[src/rtl/pixel_word_packer_pkg.sv]
// Shared imager definitions for the pixel word packer.
package pixel_word_packer_pkg;

  localparam int unsigned PIXELS_PER_WORD = 4;
  localparam int unsigned LANE_W          = 2;
  localparam int unsigned STAGE_LANES     = PIXELS_PER_WORD - 1;
  localparam int unsigned PIXEL_W         = 8;
  localparam int unsigned WORD_W          = PIXELS_PER_WORD * PIXEL_W;

  typedef logic [LANE_W-1:0] lane_idx_t;

  typedef enum logic {
    ACCUM = 1'b0,
    FLUSH = 1'b1
  } packer_state_e;

  localparam logic [PIXEL_W-1:0] PAD_BYTE_DEFAULT = 8'h00;

endpackage

[src/rtl/pixel_word_packer.sv]
// Packs 8-bit pixels into 32-bit FIFO words with one-word backpressure
// buffering, padded frame-end flush and drop accounting.
module pixel_word_packer
  import pixel_word_packer_pkg::*;
#(
  parameter logic [7:0]  PAD_BYTE = PAD_BYTE_DEFAULT,
  parameter int unsigned DROP_W   = 16
) (
  input  logic              clk,
  input  logic              reset,
  input  logic              clear,
  input  logic              pixel_valid,
  input  logic [7:0]        pixel_data,
  input  logic              frame_done,
  input  logic              fifo_full,
  output logic              word_valid,
  output logic [31:0]       word_data,
  output logic              word_last,
  output logic              frame_flushed,
  output logic              overflow,
  output logic [DROP_W-1:0] drop_count
);

  localparam lane_idx_t LANE_MAX = lane_idx_t'(PIXELS_PER_WORD - 1);

  packer_state_e                         state_q, state_d;
  lane_idx_t                             cnt_q, cnt_d;
  logic [STAGE_LANES-1:0][PIXEL_W-1:0]   stage_q, stage_d;
  logic                                  pend_valid_q, pend_valid_d;
  logic [WORD_W-1:0]                     pend_data_q, pend_data_d;
  logic                                  pend_last_q, pend_last_d;
  logic                                  word_valid_q;
  logic [WORD_W-1:0]                     word_data_q;
  logic                                  word_last_q;
  logic                                  frame_flushed_q;
  logic                                  overflow_q;
  logic [DROP_W-1:0]                     drop_count_q;

  logic              new_valid, new_last, tag_pend, empty_done, drop_hit;
  logic [WORD_W-1:0] new_data, pad_word;
  logic              emit, emit_last;
  logic [WORD_W-1:0] emit_data;

  always_comb begin
    state_d      = state_q;
    cnt_d        = cnt_q;
    stage_d      = stage_q;
    pend_valid_d = pend_valid_q;
    pend_data_d  = pend_data_q;
    pend_last_d  = pend_last_q;
    new_valid    = 1'b0;
    new_last     = 1'b0;
    new_data     = '0;
    pad_word     = {PIXELS_PER_WORD{PAD_BYTE}};
    tag_pend     = 1'b0;
    empty_done   = 1'b0;
    drop_hit     = 1'b0;
    emit         = 1'b0;
    emit_last    = 1'b0;
    emit_data    = word_data_q;

    // Stage the byte first; a same-cycle frame_done then flushes the result.
    if (state_q == ACCUM) begin
      if (pixel_valid) begin
        if (cnt_q == LANE_MAX) begin
          new_valid = 1'b1;
          new_data  = {pixel_data, stage_q};
          cnt_d     = '0;
        end else begin
          for (int unsigned i = 0; i < STAGE_LANES; i++) begin
            if (cnt_q == lane_idx_t'(i)) stage_d[i] = pixel_data;
          end
          cnt_d = cnt_q + lane_idx_t'(1);
        end
      end
      for (int unsigned i = 0; i < STAGE_LANES; i++) begin
        if (i < 32'(cnt_d)) pad_word[i*PIXEL_W +: PIXEL_W] = stage_d[i];
      end
      if (frame_done) begin
        if (cnt_d != '0) begin
          new_valid = 1'b1;
          new_last  = 1'b1;
          new_data  = pad_word;
          cnt_d     = '0;
        end else if (new_valid) begin
          new_last = 1'b1;
        end else if (pend_valid_q) begin
          tag_pend = 1'b1;
        end else begin
          empty_done = 1'b1;
        end
      end
    end else if (pixel_valid) begin
      // Pixels are discarded while flushing; only whole lost words count.
      cnt_d = cnt_q + lane_idx_t'(1);
      if (cnt_q == LANE_MAX) drop_hit = 1'b1;
    end

    if (pend_valid_q) begin
      if (!fifo_full) begin
        emit         = 1'b1;
        emit_data    = pend_data_q;
        emit_last    = pend_last_q | tag_pend;
        pend_valid_d = new_valid;
        pend_data_d  = new_data;
        pend_last_d  = new_last;
      end else begin
        pend_last_d = pend_last_q | tag_pend;
        // A dropped last word hands its frame-end tag to the held word.
        if (new_valid) begin
          drop_hit    = 1'b1;
          pend_last_d = pend_last_d | new_last;
        end
      end
    end else if (new_valid) begin
      if (!fifo_full) begin
        emit      = 1'b1;
        emit_data = new_data;
        emit_last = new_last;
      end else begin
        pend_valid_d = 1'b1;
        pend_data_d  = new_data;
        pend_last_d  = new_last;
      end
    end

    state_d = (pend_valid_d && pend_last_d) ? FLUSH : ACCUM;
    if (state_q == FLUSH && emit_last) cnt_d = '0;
  end

  always_ff @(posedge clk or posedge reset) begin
    if (reset) begin
      state_q         <= ACCUM;
      cnt_q           <= '0;
      stage_q         <= '0;
      pend_valid_q    <= 1'b0;
      pend_data_q     <= '0;
      pend_last_q     <= 1'b0;
      word_valid_q    <= 1'b0;
      word_data_q     <= '0;
      word_last_q     <= 1'b0;
      frame_flushed_q <= 1'b0;
      overflow_q      <= 1'b0;
      drop_count_q    <= '0;
    end else if (clear) begin
      state_q         <= ACCUM;
      cnt_q           <= '0;
      stage_q         <= '0;
      pend_valid_q    <= 1'b0;
      pend_data_q     <= '0;
      pend_last_q     <= 1'b0;
      word_valid_q    <= 1'b0;
      word_data_q     <= '0;
      word_last_q     <= 1'b0;
      frame_flushed_q <= 1'b0;
      overflow_q      <= 1'b0;
      drop_count_q    <= '0;
    end else begin
      state_q         <= state_d;
      cnt_q           <= cnt_d;
      stage_q         <= stage_d;
      pend_valid_q    <= pend_valid_d;
      pend_data_q     <= pend_data_d;
      pend_last_q     <= pend_last_d;
      word_valid_q    <= emit;
      word_last_q     <= emit & emit_last;
      frame_flushed_q <= empty_done | (emit & emit_last);
      if (emit) word_data_q <= emit_data;
      if (drop_hit) begin
        overflow_q <= 1'b1;
        if (drop_count_q != '1) drop_count_q <= drop_count_q + DROP_W'(1);
      end
    end
  end

  assign word_valid    = word_valid_q;
  assign word_data     = word_data_q;
  assign word_last     = word_last_q;
  assign frame_flushed = frame_flushed_q;
  assign overflow      = overflow_q;
  assign drop_count    = drop_count_q;

endmodule

[config.mk]
export PLATFORM = sky130hd
export DESIGN_NAME = pixel_word_packer
export DESIGN_NICKNAME = d
export VERILOG_FILES = /design/src/rtl/pixel_word_packer_pkg.sv /design/src/rtl/pixel_word_packer.sv
export SDC_FILE = /design/constraint.sdc
export NUM_CORES = 1
export LEC_CHECK = 0
export CAP_MARGIN = 20
export CORE_MARGIN = 4
export CORE_UTILIZATION = 35
export CTS_CLUSTER_SIZE = 24
export DETAILED_ROUTE_END_ITERATION = 8
export RECOVER_POWER = 100
export SLEW_MARGIN = 20
export SYNTH_ARGS = -nofsm -noshare
export SYNTH_HDL_FRONTEND = slang
export SYNTH_SLANG_ARGS = --single-unit
[constraint.sdc]
create_clock -name clk -period 9 [get_ports clk]
set_clock_uncertainty 0.05 [all_clocks]
set_input_delay 2.25 -clock clk [delete_from_list [all_inputs] [get_ports clk]]
set_output_delay 2.25 -clock clk [all_outputs]
set_load 0.05 [all_outputs]
==> flow_metrics.py <==
metrics = {
    "sta": {
        "clock.fmax_mhz": 167.5,
        "timing.max_slew.rel_slack_pct": -73.35,
        "setup_ws_ps": 3028,
        "tightest_slew_ps": 2573,
        "period_utilization_pct": 66.35,
        "pins_over_their_slew_limit": 130,
        "final_hold_viol_count": 0,
        "unrepaired_setup_endpoints_after_global_routing": "no",
        "finalSetupTns_ps": 0,
        "finalCriticalPeriod_ps": 5972,
        "final-setup-viol-count": 0,
    },
    "power_and_ir_drop": {
        "power_density_nw_per_um2": 187.2,
        "cellInternalPower_uw": 933.5,
        "p_sw_uw": 289.2,
        "p_clk_share_pct": 50.2,
        "power.static_leakage_uw": 0.002891,
        "comb_power_share_pct": 7.1,
        "ir_worst_vdd_mv": 0.1217,
        "seq_power_share_pct": 42.7,
        "power.switching_fraction_pct": 23.65,
    },
    "synth": {
        "synth_nets": 526,
        "yosys-top-cells-area": "sky130_fd_sc_hd__dfrtp_1, sky130_fd_sc_hd__a22oi_1, sky130_fd_sc_hd__nand2_1",
        "netlist_instances": 506,
        "yosysTopAreaCellShare_pct": 53.19,
        "syn-cell-area_sq_um": 5316,
        "yosys.cell_count.top_type": "sky130_fd_sc_hd__dfrtp_1",
        "synth_area_leader_cell": "sky130_fd_sc_hd__dfrtp_1",
        "yosysWarnings": 0,
        "ys_top_cells_by_count": "sky130_fd_sc_hd__dfrtp_1, sky130_fd_sc_hd__nand2_1, sky130_fd_sc_hd__a22oi_1",
        "syn-mean-instance-area_sq_um": 10.51,
        "synthArstFlopShare_pct": 100.0,
        "ys_types": 55,
        "portion_of_the_post_synthesis_area_used_by_sequential_elements_pct": 53.19,
        "postSynthRegisterBits": 113,
        "synth_enable_flop_cells": 0,
        "postSynth.topFlopCell": "sky130_fd_sc_hd__dfrtp_1",
    },
    "layout": {
        "finish.utilization_pct": 44.44,
        "design_area_sq_um": 6533,
        "num_antenna_cells": 0,
        "layout-drive-gt1-share_pct": 7.895,
        "area.growth.synth_to_final_pct": 22.88,
        "finish.net_count": 579,
    },
    "drt": {
        "avg_wl_per_cell_um": 17.79,
        "drt_pre_antenna_iters": 5,
        "num_vias": 4155,
        "postRouteWirelength_um": 13410,
        "drt-initial-drc-count": 257,
        "drt.antenna.violating_nets": 0,
        "drc": 0,
        "via_per_inst": 5.511,
    },
    "floorplan": {
        "die_boundary_width_um": 131.2,
        "die_h_um": 131.2,
        "dieArea_sq_um": 17230,
        "floorplan.initialDensity_pct": 36.17,
        "coreArea_sq_um": 14700,
        "floorplan.rows": 44,
        "io-pin-count": 66,
    },
    "critical_path": {
        "cp-startpoint": "pixel_valid",
        "cp_cell_sequence": "dlygate4sd3_1, or3_1, o2111a_4, o32ai_1, clkbuf_1, a22oi_1, o21ai_0",
        "timing.critical_path.arrival_ps": 6230,
        "setup.worst_path.class": "input pin to register",
        "crit_path_max_fanout": 17,
        "worst_path_max_delay_cell": "sky130_fd_sc_hd__o32ai_1",
        "crit_path_start_kind": "input pin",
        "worstReg2RegStart": "cnt_q[0]",
        "end_kind": "register",
        "critical_path.max_stage_delay_ps": 1740,
        "worstPathBufferInverterCount": 2,
        "path_delay_family": "compound AO/OA/AOI/OAI gates",
        "worst_ep_required_time_ps": 9260,
    },
    "hold_path": {
        "hold_path_startpoint": "word_data[27]",
        "hold_path.class": "register to register",
    },
    "placement": {
        "dp_slack_ps": 4158,
        "dp_hpwl_um": 8935,
        "place.port_buffers": 65,
        "post_dp_cell_area_sq_um": 6070,
        "finalWeightedCongestion": 0.7907,
    },
    "run": {
        "timing.max_cap.violations": 4,
    },
    "clock_network": {
        "worst_skew_pair.late_latency_ps": 410,
        "cts_hold_buffers": 0,
        "clk_pin_slew_ps": 50,
        "cts_setup_buffers": 0,
        "postCtsResizedCells": 0,
        "clkSinkCount": 113,
        "tritoncts": "built",
        "clock_path_buffers": 2,
        "ctsRootBufferMaster": "sky130_fd_sc_hd__clkbuf_16",
        "cts_max_level": 4,
        "cts_inserted_buffers": 17,
    },
    "run_status": {
        "violations": "max-capacitance violations, max-slew violations",
        "status": "complete, but fails checks",
    },
    "global_route": {
        "grt_pass1_wl_um": 21960,
        "grt_pass1_vias": 4118,
        "maximum_number_of_pins_on_one_net_before_global_route_repair": 61,
        "grt_util_all_layers_pct": 15.91,
        "grt-ovfl-total": 0,
        "initial_antenna_violation_count": 0,
    },
}
==> metal layers <==
layer,up-vias,track usage (%),wire (um)
met2,90,25.29,6585
li1,1968,-,-
met5,-,0,0
met3,10,4.167,474
met4,0,6.418,171
met1,2087,20.83,6179
==> final timing paths <==
kind,slack [ps],end,depth (start not counted)
worst max-delay path,3030,word_data[5],7
worst max register to register,4660,word_data[5],8
worst min-delay path,400,word_data[27],2
worst min register to register,400,word_data[27],2
max in group asynchronous,4410,word_data[16],3
min in group asynchronous,2890,pend_data_q[31],2
==> power by group through the flow <==
stage	clock [uW]	sequential (uW)	combinational (uW)
2_1_floorplan	0	535	60.5
3_5_place_dp	0	530	92.7
4_1_cts	626	522	92.7
6_report	614	522	86.6
5_1_grt	651	522	95.8
3_3_place_gp	0	530	91.0
==> cell families (layout without fill, tap and decap cells) <==
kind of cell               Yosys count  in the layout  synth area share (%)
and+or+nand+nor                    144            144                 13.01
muxes                               17             17                 3.201
buffers and inverters               49            113                 4.377
xor gates and xnor gates             6              6                0.9885
AOI/OAI and AO/OA                  170            170                 23.63
DFF                                113            113                 53.19
adders and majority gates            7              7                 1.600
==> tightest hold or removal path: stages, from the launching register on <==
cell and delay (ps):
sky130_fd_sc_hd__dfrtp_1 330, sky130_fd_sc_hd__nand2_1 50, sky130_fd_sc_hd__nand2_1 50
==> flip-flops by register name, indices dropped and copies added (netlist names) <==
| signal | count |
|---|---|
| word_data | 32 |
| stage_q | 24 |
| cnt_q | 2 |
| pend_valid_q | 1 |
| pend_data_q | 32 |
| overflow | 1 |
| word_last | 1 |
| state_q | 1 |
| frame_flushed | 1 |
| pend_last_q | 1 |
| drop_count | 16 |
| word_valid | 1 |
==> layout make-up <==
cell class	instances	area (sq um)
Fill cell	1392	8167
Sequential cell	113	2828
Multi-Input combinational cell	344	2206
Timing Repair Buffer	71	683.2
Clock buffer	24	481.7
Tap cell	184	230.2
Clock inverter	6	57.56
Inverter	12	46.29
==> stage by stage <==
stage	hold slack [ps]	std cells	total power (uW)
after global routing	429.1	754	1269
final	404.8	754	1223
after floorplan	406.5	506	595.2
after CTS	418.9	754	1240
after detailed placement	408.3	724	622.6
after global placement	405.6	724	620.8
==> placed cells by master (no fill, tap or decap), drive strengths merged, types with 3 or more instances in the layout <==
| cell type | instances |
|---|---|
| mux2i | 17 |
| nand2 | 64 |
| xnor2 | 4 |
| nor2b | 3 |
| nand3 | 7 |
| and2 | 4 |
| o2bb2ai | 24 |
| nor3 | 6 |
| buf | 5 |
| nand4 | 6 |
| nor4 | 6 |
| clkinv | 4 |
| dlygate4sd3 | 55 |
| inv | 11 |
| a22oi | 46 |
| o31ai | 3 |
| nor2 | 24 |
| dfrtp | 113 |
| clkdlybuf4s50 | 9 |
| clkbuf | 26 |
| a21oi | 34 |
| ha | 6 |
| a22o | 11 |
| nand2b | 4 |
| or2 | 3 |
| or3 | 8 |
| o21ai | 35 |
Note: power is estimated with default switching activity, not from simulation.
